<file path="config.mk">
export PLATFORM = sky130hd
export DESIGN_NAME = cache_assoc
export DESIGN_NICKNAME = d
export VERILOG_FILES = /design/src/rtl/cache_assoc.sv
export SDC_FILE = /design/constraint.sdc
export NUM_CORES = 2
export LEC_CHECK = 0
export CAP_MARGIN = 20
export CORE_UTILIZATION = 40
export CTS_CLUSTER_DIAMETER = 50
export CTS_CLUSTER_SIZE = 24
export DETAILED_ROUTE_END_ITERATION = 16
export PLACE_DENSITY_LB_ADDON = 0.1
export SYNTH_ARGS = -nofsm -noshare
export SYNTH_HDL_FRONTEND = slang
export SYNTH_SLANG_ARGS = --single-unit
</file>
<file path="constraint.sdc">
create_clock -name clk -period 4.8 [get_ports clk]
set_input_delay 1.2 -clock clk [delete_from_list [all_inputs] [get_ports clk]]
set_output_delay 1.2 -clock clk [all_outputs]
set_load 0.005 [all_outputs]
</file>
<file path="src/rtl/cache_assoc.sv">
// ============================================================================
// cache_assoc : N-way set-associative write-back data cache, 64-bit x4 bursts
// Rev 1.0 - initial release
// ============================================================================
`default_nettype none

module cache_assoc #(
  parameter int Ways               = 2,
  parameter int LineIndexBitWidth  = 2,
  parameter int RamAddressBitWidth = 10,
  parameter int RamAddressingMode  = 3,
  parameter int BurstDataCount     = 4
) (
  input  logic                          clk,
  input  logic                          rst_n,
  input  logic                          enable,
  input  logic [31:0]                   address,
  input  logic [31:0]                   data_in,
  input  logic [3:0]                    write_enable,
  output logic [31:0]                   data_out,
  output logic                          data_out_ready,
  output logic                          busy,
  output logic                          br_cmd,
  output logic                          br_cmd_en,
  output logic [RamAddressBitWidth-1:0] br_addr,
  output logic [63:0]                   br_wr_data,
  output logic [7:0]                    br_data_mask,
  input  logic [63:0]                   br_rd_data,
  input  logic                          br_rd_data_valid
);

  localparam int c_SETS   = 1 << LineIndexBitWidth;
  localparam int c_BEAT_W = $clog2(BurstDataCount);
  localparam int c_LINE_W = 64 * BurstDataCount;
  localparam int c_TAG_W  = RamAddressBitWidth + RamAddressingMode - 5 - LineIndexBitWidth;
  localparam int c_WAY_W  = (Ways > 1) ? $clog2(Ways) : 1;
  localparam logic [c_BEAT_W-1:0] c_LAST_BEAT = c_BEAT_W'(BurstDataCount - 1);
  localparam logic [c_WAY_W-1:0]  c_LAST_WAY  = c_WAY_W'(Ways - 1);

  typedef enum logic [2:0] {
    S_IDLE     = 3'd0,
    S_WB_ISSUE = 3'd1,
    S_WB_DATA  = 3'd2,
    S_RD_ISSUE = 3'd3,
    S_RD_WAIT  = 3'd4
  } state_t;

  state_t r_state, w_state_next;

  logic [Ways-1:0]     r_valid [c_SETS];
  logic [Ways-1:0]     r_dirty [c_SETS];
  logic [c_WAY_W-1:0]  r_ptr   [c_SETS];
  logic [c_TAG_W-1:0]  r_tag   [c_SETS][Ways];
  logic [c_LINE_W-1:0] r_line  [c_SETS][Ways];

  logic [c_WAY_W-1:0]  r_victim;
  logic [c_BEAT_W-1:0] r_beat;

  logic [2:0]                   w_word;
  logic [LineIndexBitWidth-1:0] w_set;
  logic [c_TAG_W-1:0]           w_tag;
  logic                         w_req;
  logic                         w_hit;
  logic [c_WAY_W-1:0]           w_hit_way;
  logic [c_WAY_W-1:0]           w_victim;
  logic [c_WAY_W-1:0]           w_ptr_next;
  logic [c_LINE_W-1:0]          w_hit_line;
  logic [c_LINE_W-1:0]          w_wb_line;
  logic                         w_unused;

  assign w_word   = address[4:2];
  assign w_set    = address[5 +: LineIndexBitWidth];
  assign w_tag    = address[RamAddressBitWidth+RamAddressingMode-1 -: c_TAG_W];
  assign w_unused = &{1'b0, address[1:0], address[31:RamAddressBitWidth+RamAddressingMode]};

  // Outputs stay quiet while reset is held even if a request is presented.
  assign w_req = enable & rst_n;

  always_comb begin
    w_hit     = 1'b0;
    w_hit_way = '0;
    for (int w = 0; w < Ways; w++) begin
      if (r_valid[w_set][w] && (r_tag[w_set][w] == w_tag)) begin
        w_hit     = 1'b1;
        w_hit_way = c_WAY_W'(w);
      end
    end
  end

  always_comb begin
    w_victim = r_ptr[w_set];
    for (int w = Ways - 1; w >= 0; w--) begin
      if (!r_valid[w_set][w]) w_victim = c_WAY_W'(w);
    end
  end

  assign w_ptr_next   = (r_ptr[w_set] == c_LAST_WAY) ? '0 : r_ptr[w_set] + c_WAY_W'(1);
  assign w_hit_line   = r_line[w_set][w_hit_way];
  assign w_wb_line    = r_line[w_set][r_victim];
  assign data_out     = w_hit_line[{w_word, 5'd0} +: 32];
  assign br_data_mask = 8'd0;

  always_comb begin
    w_state_next   = r_state;
    busy           = 1'b0;
    data_out_ready = 1'b0;
    br_cmd         = 1'b0;
    br_cmd_en      = 1'b0;
    br_addr        = '0;
    br_wr_data     = '0;
    case (r_state)
      S_IDLE: begin
        if (w_req) begin
          if (w_hit) begin
            data_out_ready = (write_enable == 4'b0000);
          end else begin
            busy         = 1'b1;
            w_state_next = (r_valid[w_set][w_victim] && r_dirty[w_set][w_victim])
                           ? S_WB_ISSUE : S_RD_ISSUE;
          end
        end
      end
      S_WB_ISSUE: begin
        busy         = 1'b1;
        br_cmd       = 1'b1;
        br_cmd_en    = 1'b1;
        br_addr      = {r_tag[w_set][r_victim], w_set, {c_BEAT_W{1'b0}}};
        br_wr_data   = w_wb_line[{r_beat, 6'd0} +: 64];
        w_state_next = S_WB_DATA;
      end
      S_WB_DATA: begin
        busy       = 1'b1;
        br_cmd     = 1'b1;
        br_addr    = {r_tag[w_set][r_victim], w_set, {c_BEAT_W{1'b0}}};
        br_wr_data = w_wb_line[{r_beat, 6'd0} +: 64];
        if (r_beat == c_LAST_BEAT) w_state_next = S_RD_ISSUE;
      end
      S_RD_ISSUE: begin
        busy         = 1'b1;
        br_cmd_en    = 1'b1;
        br_addr      = {w_tag, w_set, {c_BEAT_W{1'b0}}};
        w_state_next = S_RD_WAIT;
      end
      S_RD_WAIT: begin
        busy = 1'b1;
        if (br_rd_data_valid && (r_beat == c_LAST_BEAT)) w_state_next = S_IDLE;
      end
      default: w_state_next = S_IDLE;
    endcase
  end

  always_ff @(posedge clk or negedge rst_n) begin
    if (!rst_n) begin
      r_state  <= S_IDLE;
      r_beat   <= '0;
      r_victim <= '0;
      for (int s = 0; s < c_SETS; s++) begin
        r_valid[s] <= '0;
        r_dirty[s] <= '0;
        r_ptr[s]   <= '0;
      end
    end else begin
      r_state <= w_state_next;
      case (r_state)
        S_IDLE: begin
          r_victim <= w_victim;
          r_beat   <= '0;
          if (w_req && w_hit && (write_enable != 4'b0000)) r_dirty[w_set][w_hit_way] <= 1'b1;
        end
        S_WB_ISSUE: r_beat <= c_BEAT_W'(1);
        // Wraps back to zero on the last beat, ready for the refill.
        S_WB_DATA:  r_beat <= r_beat + c_BEAT_W'(1);
        S_RD_WAIT: begin
          if (br_rd_data_valid) begin
            r_beat <= r_beat + c_BEAT_W'(1);
            if (r_beat == c_LAST_BEAT) begin
              r_valid[w_set][r_victim] <= 1'b1;
              r_dirty[w_set][r_victim] <= 1'b0;
              r_ptr[w_set]             <= w_ptr_next;
            end
          end
        end
        default: ;
      endcase
    end
  end

  // Line data and tags need no reset: valid bits gate every use.
  always_ff @(posedge clk) begin
    if ((r_state == S_IDLE) && w_req && w_hit) begin
      for (int b = 0; b < 4; b++) begin
        if (write_enable[b])
          r_line[w_set][w_hit_way][{w_word, 2'(b), 3'd0} +: 8] <= data_in[b*8 +: 8];
      end
    end
    if ((r_state == S_RD_WAIT) && br_rd_data_valid) begin
      r_line[w_set][r_victim][{r_beat, 6'd0} +: 64] <= br_rd_data;
      if (r_beat == c_LAST_BEAT) r_tag[w_set][r_victim] <= w_tag;
    end
  end

endmodule

`default_nettype wire

</file>
# Word level (Yosys, flattened, before mapping)
# Memories as Yosys holds them, arrays and structs flattened.
# Index checks and enable logic that the tools add are counted.
dict set report totals {
  ff_bits 26
  ramBits 2096
  elab_cells 4281
  mem_count 2
}
dict set report classes {
  addsub 7
  magnitude_cmp 11
  n_eq_ne 14
  shift 12
  mux 2138
  bitwise 2056
  n_reduce_logical 26
}
# name words width rd rd_clocked_by_memory_dff write_ports line
set memory_table {}
lappend memory_table {r_line 4 512 1 0 1 54} ;# logic [c_LINE_W-1:0] r_line [c_SETS][Ways];
lappend memory_table {r_tag 4 12 1 0 1 53} ;# logic [c_TAG_W-1:0] r_tag [c_SETS][Ways];
# cell count
set ops {}
lappend ops {{$mux 256} 11}
lappend ops {{$mux 512} 5}
lappend ops {{$mux 1} 2081}
lappend ops {{$or 1x1->1} 2048}
lappend ops {{$demux 256 s1} 5}
lappend ops {{$shift 8x10->256 const A} 4}
lappend ops {{$shiftx 8x10->256} 4}
lappend ops {{$shift 64x10->256 const A} 1}
lappend ops {{$shiftx 256x9->32} 1}
lappend ops {{$shiftx 256x9->64} 1}
lappend ops {{$shiftx 64x10->256} 1}
lappend ops {{$mux 64} 1}
lappend ops {{$neg 8->10} 5}
lappend ops {{$mux 6} 4}
lappend ops {{$mux 8} 3}
lappend ops {{$pmux 10 s2} 1}
lappend ops {{$mux 2} 8}
lappend ops {{$or 8x8->8} 2}
lappend ops {{$pmux 8 s2} 1}
lappend ops {{$pmux 3 s5} 1}
lappend ops {{$logic_and 1x1->1} 14}
lappend ops {{$ne 2x2->1 const B} 7}
lappend ops {{$eq 6x6->1} 2}
lappend ops {{$mux 12} 1}
lappend ops {{36 further kinds} 52}

# Logic depth before layout (Yosys ltp)
dict set report depth {
  depth_word 16
  mapped_depth 13
  mapped_depth_nobuf 7
}

# Least setup slack after synthesis
# No wires, ideal clock.
dict set report synth_timing {
  kind {in2out}
  from {input address[5]}
  to {output data_out[10]}
  arrival_time_ps 3470
  required_ps 3600
  setup_slack_ps 130
  cell_stages 12
  n_path_buf 5
  cell_sequence {buf_6 > buf_6 > mux4_2 > xnor2_1 > and3_1 > buf_2 > nand2_1 > buf_6 > buf_4 > mux2i_1 > a221oi_1 > a32o_1}
}
dict set report synth_via {
  elab_chain_len 11
}
# item line
set synth_rtl {}
lappend synth_rtl {{start: declaration} 17} ;# input logic [31:0] address,
lappend synth_rtl {{parallel branches: the longest is 7 deep, another holds $mem_v2 4x12} n/a}
lappend synth_rtl {{$mux 256 (implied by the code) (*) (3 in series)} 98} ;# assign w_hit_line = r_line[w_set][w_hit_way];
lappend synth_rtl {{$shiftx 256x9->32 (*)} 100} ;# assign data_out = w_hit_line[{w_word, 5'd0} +: 32];
lappend synth_rtl {{end: declaration} 20} ;# output logic [31:0] data_out,
# Mark *: on every way between the ends. The select of a mux whose other input is x is not followed.

# Worst setup path after layout
dict set report layout_timing {
  from {input address[5]}
  to {output data_out[16]}
}
# Same word-level chain as after synthesis.

==> metrics.csv <==
metric,value,unit
status,"finished, violations left",
violations,"capacitance limit, slew limit, setup timing",
synthDistinctLibCells,62,
htree_levels,4,
finalCriticalPeriod,5390,ps
syn2layout_area_growth,28.8,%
drt_iter0_markers,9873,
first_pass_iters,6,
gp_congestion,1.02,
antenna_found_initial,52,
reg2reg_slack,740,ps
drt_drc_violations_left,0,
clk_pin_slew_worst_paths,70,ps
cpMaxStageDelayCell,mux4_2,
final_area,0.121,mm2
wl,383,mm
globalRouteTotalUtil,31.8,%
cts_root_buf,clkbuf_16,
cts_tree,built,
post_drt_wl_per_cell,37.0,um
dp_hpwl,269,mm
grt_max_degree,83,
port_buffers,222,
fp.dieH,487,um
ant_nets,0,
max_clock_freq,186,MHz
slew_viol_final,22,
setup_violations,79,
cts-buffers-inserted,223,
cts_sinks,2122,
clockBufferDepth,3,
endpoint,data_out[16],
final-hold-violation-count,0,
first_global_vias,59600,
insertion_delay,930,ps
timing.slew.headroom,-7.85,%
cp-start-kind,input pin,
r2r-end,r_line[0][242],
syn-cell-area,0.0939,mm2
dp.cells,9540,
fin_skew,37.0,ps
finalCritPeriodShare,112,%
initial_core_util,40.3,%
drive_above_1_share,39.4,%
fin_cells,10400,
r2r_start,r_beat[0],
ys_ff_latch,2122,
post-route-util,51.9,%
die_w,487,um
finalWorstSetupSlack,-589,ps
critPathLaunch,address[5],
hold_buffers,0,
post_dp_cell_area,0.106,mm2
vias,64200,
synthArstFlopShare,1.23,%
peakVddDrop,0.379,mV
io_pins,254,
ys_warn_count,0,
arrival,4190,ps
avgViaCountPerCell,6.20,
rsz0062_at_grt,yes,
maxCapViolCount,1,
finalNetCount,7146,
reg2regPathDepth,10,
power.leakage,41.6,nW
die-area,0.237,mm2
worstPathMaxFanout,6,
slowest_delay,540,ps
n_fill_cell,19300,
worstSetupEndpointType,output pin,
min_path_type,flip-flop to flip-flop,
synth_ff_type,edfxtp_1,
core_area,0.233,mm2
yosysSeqAreaShare,67.7,%
cp.required,3600,ps
crit_chain,buf_16 -> mux4_2 -> xnor2_2 -> buf_4 -> nand4_4 -> nor2_4 -> buf_12 -> buf_12 -> buf_6 -> buf_8 -> nand2_2 -> a31oi_1 -> buf_4 -> a32o_2 -> buf_2,
worstSetupPathType,input pin to output pin,
tightest_slew,1620,ps
power.density,384,mW/mm2
syn_area_per_cell,16.3,um2
synthCells,5759,
num_rows,177,
gr-total-overflow,0,
grt_pass1_wl,511,mm
synth_edf_count,2096,
## placed cells by master (no fill, tap or decap), types with 87 or more instances in the layout
cell type and instances:
nor2_1 276, edfxtp_1 2096, buf_12 126, nand3_1 280, buf_6 106, nand2_1 597, o21ai_1 87, o21ai_0 445
buf_4 1010, clkbuf_16 234, mux2i_1 89, mux4_2 661, clkdlybuf4s50_1 121
## per-stage QoR
step                      hold WS (ps)  setup TNS (ps)  power, mW  setup WS, ps
after global routing               478          -22110       47.5          -558
final                              464          -21280       46.5          -589
after global placement             445          -89440       27.4         -1320
after CTS                          466          -25710       45.9          -477
after floorplan                    434               0       23.8           130
after detailed placement           451          -89560       27.4         -1280
## registers in the layout, indices dropped and copies added, names as in the netlist
name	count
r_line	2048
r_tag	48
r_dirty	8
r_valid	8
r_ptr	4
r_state	3
r_beat	2
r_victim	1
## kinds of logic (layout without fill, tap and decap cells)
kind of cell             after synthesis  after routing  synth area share, %
AO/OA/AOI/OAI                        877            878                 5.76
XOR/XNOR                              16             16                0.149
AND/OR/NAND/NOR                     1414           1414                 6.57
adder cells (fa/ha/maj)               12             12                0.160
other                                  1             40              0.00399
multiplexers                         780            780                 17.1
flip-flops                          2122           2122                 67.7
buffers and inverters                537           1964                 2.51
## area by class of cell
type                            instances  area [um2]  area share (%)
Sequential cell                      2122       63600            52.6
Multi-Input combinational cell       3110       30000            24.9
Timing Repair Buffer                 1531       15300            12.7
Clock buffer                          243        5690            4.70
Tap cell                             3132        3920            3.24
Clock inverter                        180        2200            1.82
Antenna cell                           30        75.1          0.0621
Inverter                               10        51.3          0.0424
## power breakdown
part | internal, mW | leakage (nW) | total (mW) | switching, mW
Clock | 9.97 | 3.78 | 18.3 | 8.31
Combinational | 3.01 | 17.5 | 7.95 | 4.94
Sequential | 20.2 | 20.3 | 20.3 | 0.0720
## repair_timing
| action | CTS | global route |
|---|---|---|
| pin swaps | 88 | 94 |
| cloned | 38 | 12 |
| endpoints found under the hold margin | 0 | 0 |
| buffers inserted | 165 | 179 |
| resized for setup | 632 | 414 |
| setup endpoints to repair | 98 | 95 |
## worst max-delay path, delay by kind of cell
family / cells / cell delay (ps)
and+or+nand+nor: 3 / 480
buffers and inverters: 8 / 1180
AOI/OAI and AO/OA: 2 / 530
xor gates and xnor gates: 1 / 210
muxes: 1 / 540
## worst min path at each step
stage / start / endpoint / cells after the start
after floorplan: r_valid[2] / r_valid[2] / 1
after global placement: r_valid[2] / r_valid[2] / 1
after detailed placement: r_valid[1] / r_valid[1] / 1
after CTS: r_valid[1] / r_valid[1] / 1
after global routing: r_valid[1] / r_valid[1] / 1
final: r_ptr[1] / r_ptr[1] / 1
## synth_stat cells, types with 4 or more instances
cell type / instances / area (um2)
dfrtp_1: 26 / 651
nor2b_1: 7 / 43.8
a31oi_1: 40 / 250
a31oi_4: 20 / 425
and3_1: 75 / 469
o21ai_1: 71 / 355
xnor2_1: 13 / 114
o21ai_0: 474 / 2370
nand2_1: 693 / 2600
inv_1: 9 / 33.8
a32o_1: 42 / 420
clkbuf_1: 298 / 1120
edfxtp_1: 2096 / 62900
nand3_4: 4 / 70.1
nor3_1: 5 / 25.0
buf_4: 19 / 143
buf_2: 107 / 536
and2_1: 18 / 113
nor2_1: 281 / 1050
or2_2: 10 / 62.6
mux2_2: 4 / 45.0
a22o_1: 48 / 420
mux2i_1: 114 / 1140
a221oi_1: 52 / 455
nand2b_1: 7 / 43.8
buf_6: 12 / 135
ha_1: 12 / 150
a21oi_1: 111 / 556
nand3_1: 287 / 1440
or3_1: 4 / 25.0
a41oi_1: 6 / 52.6
buf_1: 88 / 330
mux4_2: 661 / 14900
## layer usage
| metal | vias to the layer above | GRT usage, % | part of all wire, % |
|---|---|---|---|
| met5 | - | 0.204 | 0.037 |
| met4 | 14 | 13.0 | 4.6 |
| met3 | 604 | 8.22 | 12 |
| met2 | 4216 | 44.5 | 42 |
| met1 | 33900 | 46.9 | 41 |
| li1 | 25500 | - | - |
No activity file was read; power rests on OpenSTA's default activity.
